$ cat src/rtl/sram_load_ctrl.sv
// Loads DEPTH words from a valid/ready stream into SRAM addresses 0..DEPTH-1, then pulses clk_end.
// Optional idle timeout with sticky err is enabled by defining LOAD_TIMEOUT_EN.
module sram_load_ctrl #(
    parameter int unsigned DATA_WIDTH = 32,
    parameter int unsigned ADDR_WIDTH = 8,
    parameter int unsigned DEPTH      = 64,
    parameter int unsigned TIMEOUT    = 255
) (
    input  logic                  clk_i,
    input  logic                  rst,
    input  logic                  start_in,
    input  logic                  din_valid,
    input  logic [DATA_WIDTH-1:0] din,
    output logic                  din_ready,
    output logic                  sram_cen,
    output logic                  sram_wen,
    output logic [ADDR_WIDTH-1:0] sram_addr,
    output logic [DATA_WIDTH-1:0] sram_wdata,
    output logic                  busy,
    output logic                  clk_end,
    output logic                  err
);

    // One extra bit so DEPTH == 2**ADDR_WIDTH counts to the end without wrapping.
    localparam int unsigned CntW = ADDR_WIDTH + 1;

    typedef enum logic [1:0] {StIdle, StLoad, StDrain, StDone} state_e;

    state_e                  state_q, state_d;
    logic [CntW-1:0]         cnt_q, cnt_d;
    logic                    wr_n_q;
    logic [ADDR_WIDTH-1:0]   addr_q;
    logic [DATA_WIDTH-1:0]   wdata_q;
    logic                    accept;
    logic                    last;
    logic                    timeout;

    assign accept = (state_q == StLoad) && din_valid;
    assign last   = (cnt_q == CntW'(DEPTH - 1));

    always_comb begin
        state_d = state_q;
        cnt_d   = cnt_q;
        unique case (state_q)
            StIdle: begin
                if (start_in) begin
                    state_d = StLoad;
                    cnt_d   = '0;
                end
            end
            StLoad: begin
                if (accept) begin
                    cnt_d = cnt_q + 1'b1;
                    if (last) begin
                        state_d = StDrain;
                    end
                end else if (timeout) begin
                    state_d = StDone;
                end
            end
            StDrain: state_d = StDone;
            StDone:  state_d = StIdle;
            default: state_d = StIdle;
        endcase
    end

    always_ff @(posedge clk_i or negedge rst) begin
        if (!rst) begin
            state_q <= StIdle;
            cnt_q   <= '0;
            wr_n_q  <= 1'b1;
            addr_q  <= '0;
            wdata_q <= '0;
        end else begin
            state_q <= state_d;
            cnt_q   <= cnt_d;
            wr_n_q  <= ~accept;
            // Address and data hold between writes; only the enables toggle.
            if (accept) begin
                addr_q  <= cnt_q[ADDR_WIDTH-1:0];
                wdata_q <= din;
            end
        end
    end

`ifdef LOAD_TIMEOUT_EN
    localparam int unsigned IdleW = (TIMEOUT < 2) ? 1 : $clog2(TIMEOUT + 1);

    logic [IdleW-1:0] idle_q;
    logic             err_q;

    // Fires on the TIMEOUT-th consecutive cycle without acceptance.
    assign timeout = !accept && (idle_q == IdleW'(TIMEOUT - 1));

    always_ff @(posedge clk_i or negedge rst) begin
        if (!rst) begin
            idle_q <= '0;
            err_q  <= 1'b0;
        end else if (state_q == StIdle) begin
            idle_q <= '0;
            if (start_in) begin
                err_q <= 1'b0;
            end
        end else if (state_q == StLoad) begin
            if (accept) begin
                idle_q <= '0;
            end else if (timeout) begin
                idle_q <= '0;
                err_q  <= 1'b1;
            end else begin
                idle_q <= idle_q + 1'b1;
            end
        end
    end

    assign err = err_q;
`else
    logic unused_timeout;

    assign unused_timeout = ^TIMEOUT;
    assign timeout        = 1'b0;
    assign err            = 1'b0;
`endif

    assign din_ready  = (state_q == StLoad);
    assign busy       = (state_q != StIdle);
    assign clk_end    = (state_q == StDone);
    assign sram_cen   = wr_n_q;
    assign sram_wen   = wr_n_q;
    assign sram_addr  = addr_q;
    assign sram_wdata = wdata_q;

endmodule

$ cat config.mk
export PLATFORM = sky130hd
export DESIGN_NAME = sram_load_ctrl
export DESIGN_NICKNAME = d
export VERILOG_FILES = /design/src/rtl/sram_load_ctrl.sv
export SDC_FILE = /design/constraint.sdc
export NUM_CORES = 1
export LEC_CHECK = 0
export CAP_MARGIN = 30
export CORE_MARGIN = 5
export CORE_UTILIZATION = 40
export CTS_CLUSTER_DIAMETER = 200
export CTS_CLUSTER_SIZE = 20
export DETAILED_ROUTE_END_ITERATION = 8
export PLACE_DENSITY = 0.75
export SLEW_MARGIN = 25
export SYNTH_ARGS = -nofsm -noshare
export SYNTH_HDL_FRONTEND = slang
export SYNTH_SLANG_ARGS = --single-unit
$ cat constraint.sdc
create_clock -name clk_i -period 1.7 [get_ports clk_i]
set_input_delay 0.34 -clock clk_i [delete_from_list [all_inputs] [get_ports clk_i]]
set_output_delay 0.34 -clock clk_i [all_outputs]
set_load 0.05 [all_outputs]
==> qor.csv, run 1 <==
metric,value,unit
Reg2Reg Depth,6,
top-level I/O count,82,
chip height,86.5,um
maxcap violations,0,
CP Max Fanout,5,
hold_buf cts,0,
full die area,7480,um^2
total negative setup slack,0,ns
crit start category,register,
Crit path largest cell delay,0.40,ns
most frequent cells in the layout,"65 x buf_4, 51 x dfrtp_1, 43 x mux2_2, 34 x clkdlybuf4s50_1, 8 x buf_12",
Final WS setup,0.0191,ns
Setup crit end kind,output pin,
n_diodes,0,
"reg-to-reg slack, setup",0.07,ns
post-synth top area share,0.546,
"Avg Cell Area, Syn",12.9,um^2
largest net degree at the start of global routing,53,
Setup CP Type,register to output pin,
HPWL reported at the end of detailed placement,4.14,mm
vias,1808,
Clock transition at path regs,0.10,ns
vias in the first global route,1857,
"commonest non-fill, non-tap cell in the layout",buf_4,
DRC Markers,0,
Final Hold Fails,0,
Root Buffer,clkbuf_8,
Clock Path Buffers,2,
CP Launch Point,state_q[1],
Yosys top cell by area,dfrtp_1,
nets,332,
clock power share,0.096,
Yosys cell types,35,
WP data arrival,1.34,ns
router iterations before antenna repair,4,
Sequential Power Share,0.269,
Synth warnings,0,
htree depth,2,
Comb pwr share,0.635,
setup violators final,0,
remaining global-route overflow,0,
layout cells sized above 1,0.485,
final worst path period share,0.989,
Pint,4.07,mW
peak supply drop,1150,uV
gpl congestion,0.836,
synthesis-to-finish area growth,51.8,%
insertion delay to the later sink of the worst-skew pair,0.31,ns
clk_skew,0.00867,ns
PD cells,2140,nW/um^2
Total Routing Usage GR,0.156,
most numerous cell on the critical path,buf_6,
Area contributors post-synth,"dfrtp_1 55%, mux2_2 21%, ha_1 3.2%",
routed length per instance,15.2,um
port bufs,80,
CTS buffer count,5,
Final Max Tran Viols,0,
CP required,1.36,ns
Final ANT Viol Nets,0,
Fillers,447,
main flop type after synthesis,dfrtp_1,
Leakage,1.64,nW
Post-Place Setup Slack,-0.181,ns
number of synthesized register bits,52,
Final Critical Period,1.68,ns
Total Power,7.61,mW
worst hold path class,input pin to asynchronous set/reset pin,
Sw Share,0.465,
worst reg2reg path startpoint,state_q[0],
CTS sink cnt,52,
CTS tree,yes,
outcome,finished clean,
"EDFF count, synth",0,
DRT iter0 DRCs,86,
design area,3550,um^2
critical path capture point,din_ready,
dpl cell area,3350,um^2
Post-Syn Instances,181,
starting density of the core,0.417,
Chip Width,86.5,um
Core Area,5610,um^2
initial antenna violation count,0,
Synth Cell Area,2340,um^2
CP max stage cell,dfrtp_1,
net switching power,3.54,mW
vias per cell,4.98,
first-pass GRT wire length,9.05,mm
CP Cell Sequence,inv_2 > buf_6 > ha_4 > buf_6 > buf_12,
post-synthesis sequential area ratio,0.557,
r2r endpoint,cnt_q[7],
Rows,27,
Post-Route WL,5.53,mm
unrepaired setup endpoints after global routing,yes,
Post-Syn Nets,223,
Post-synth ARST share,1.00,
Max Clock Freq,595,MHz
Util after Layout,0.633,
how the worst min path moves through the flow:
stage / slack, ns / end / cells after the start
after floorplan: 0.04 / cnt_q[0] / 0
after global placement: 0.36 / sram_wdata[26] / 2
after detailed placement: 0.36 / sram_wdata[25] / 2
after CTS: 0.02 / cnt_q[2] / 2
after global routing: 0.02 / sram_wdata[30] / 2
final: 0.009 / cnt_q[2] / 2
routing by layer:
metal  GRT usage  share of wire  wire length [um]  up-vias
met4      0.0552         0.0089                49        0
li1            -              -                 -      862
met1       0.192           0.42              2340      866
met3      0.0494          0.089               494        4
met5           0              0                 0        -
met2       0.257           0.48              2650       76
power by group through the flow:
stage                     Combinational (mW)  Clock (mW)  Sequential [mW]
after floorplan                         1.41           0             3.65
final                                   4.83       0.730             2.04
after global placement                  4.57           0             2.04
after detailed placement                4.63           0             2.07
after global routing                    5.11       0.820             2.11
after CTS                               4.72       0.758             2.05
synth_stat cells, types with 2 or more instances:
library cell,count
o21ai_0,6
buf_2,8
nor2b_1,4
xnor2_1,2
mux2_2,43
a211o_1,2
nor4_1,4
inv_1,2
nor2_1,7
nand3_1,7
nand2_1,7
o221ai_1,2
nand4_1,5
ha_1,6
dfrtp_1,51
nor3_1,2
buf_4,2
a21oi_1,3
and3_1,2
timing repair:
item	CTS	global route
setup endpoints to repair	4	6
buffers inserted	1	7
pin swaps	1	3
resized for setup	8	5
registers in the layout (all words and copies together), names as in the netlist:
| name | count |
|---|---|
| sram_wdata | 32 |
| cnt_q | 9 |
| sram_addr | 8 |
| state_q | 2 |
| sram_cen | 1 |
metrics by stage:
stage               instances  hold slack [ns]
global placement          347            0.356
detailed placement        347            0.356
CTS                       356           0.0192
global route              363           0.0198
finish                    363          0.00890
floorplan                 181           0.0444
logic make-up after synthesis:
kind of cell / Yosys count / share of synthesized area
fa+ha+maj: 6 / 0.0321
simple gates: 44 / 0.108
mux: 44 / 0.211
buf+inv: 14 / 0.0332
flops: 52 / 0.557
compound gates: 18 / 0.0498
xor+xnor: 2 / 0.00749
other cells: 1 / 0.00160
layout make-up:
class | instances | area (um^2) | area share
Clock buffer | 7 | 86.3 | 0.0243
Multi-Input combinational cell | 115 | 1000 | 0.282
Tap cell | 72 | 90.1 | 0.0254
Inverter | 3 | 13.8 | 0.00388
Timing Repair Buffer | 113 | 1050 | 0.296
Clock inverter | 1 | 7.51 | 0.00211
Sequential cell | 52 | 1300 | 0.367
worst max-delay path: cells and delay by family, from the launching register on:
family	cells	cell delay, ns
adders and majority gates	1	0.16
buffers and inverters	4	0.47
DFF	1	0.40
(Power assumes the default switching activity.)
==> run 2, diff against run 1 <==
--- a/config.mk
+++ b/config.mk
@@ -5,7 +5,7 @@
 export SDC_FILE = /design/constraint.sdc
 export NUM_CORES = 1
 export LEC_CHECK = 0
-export CAP_MARGIN = 30
+export CAP_MARGIN = 20
 export CORE_MARGIN = 5
 export CORE_UTILIZATION = 40
 export CTS_CLUSTER_DIAMETER = 200
==> results of run 2 <==
Final layout, timing and power as in run 1 (identical DEF).
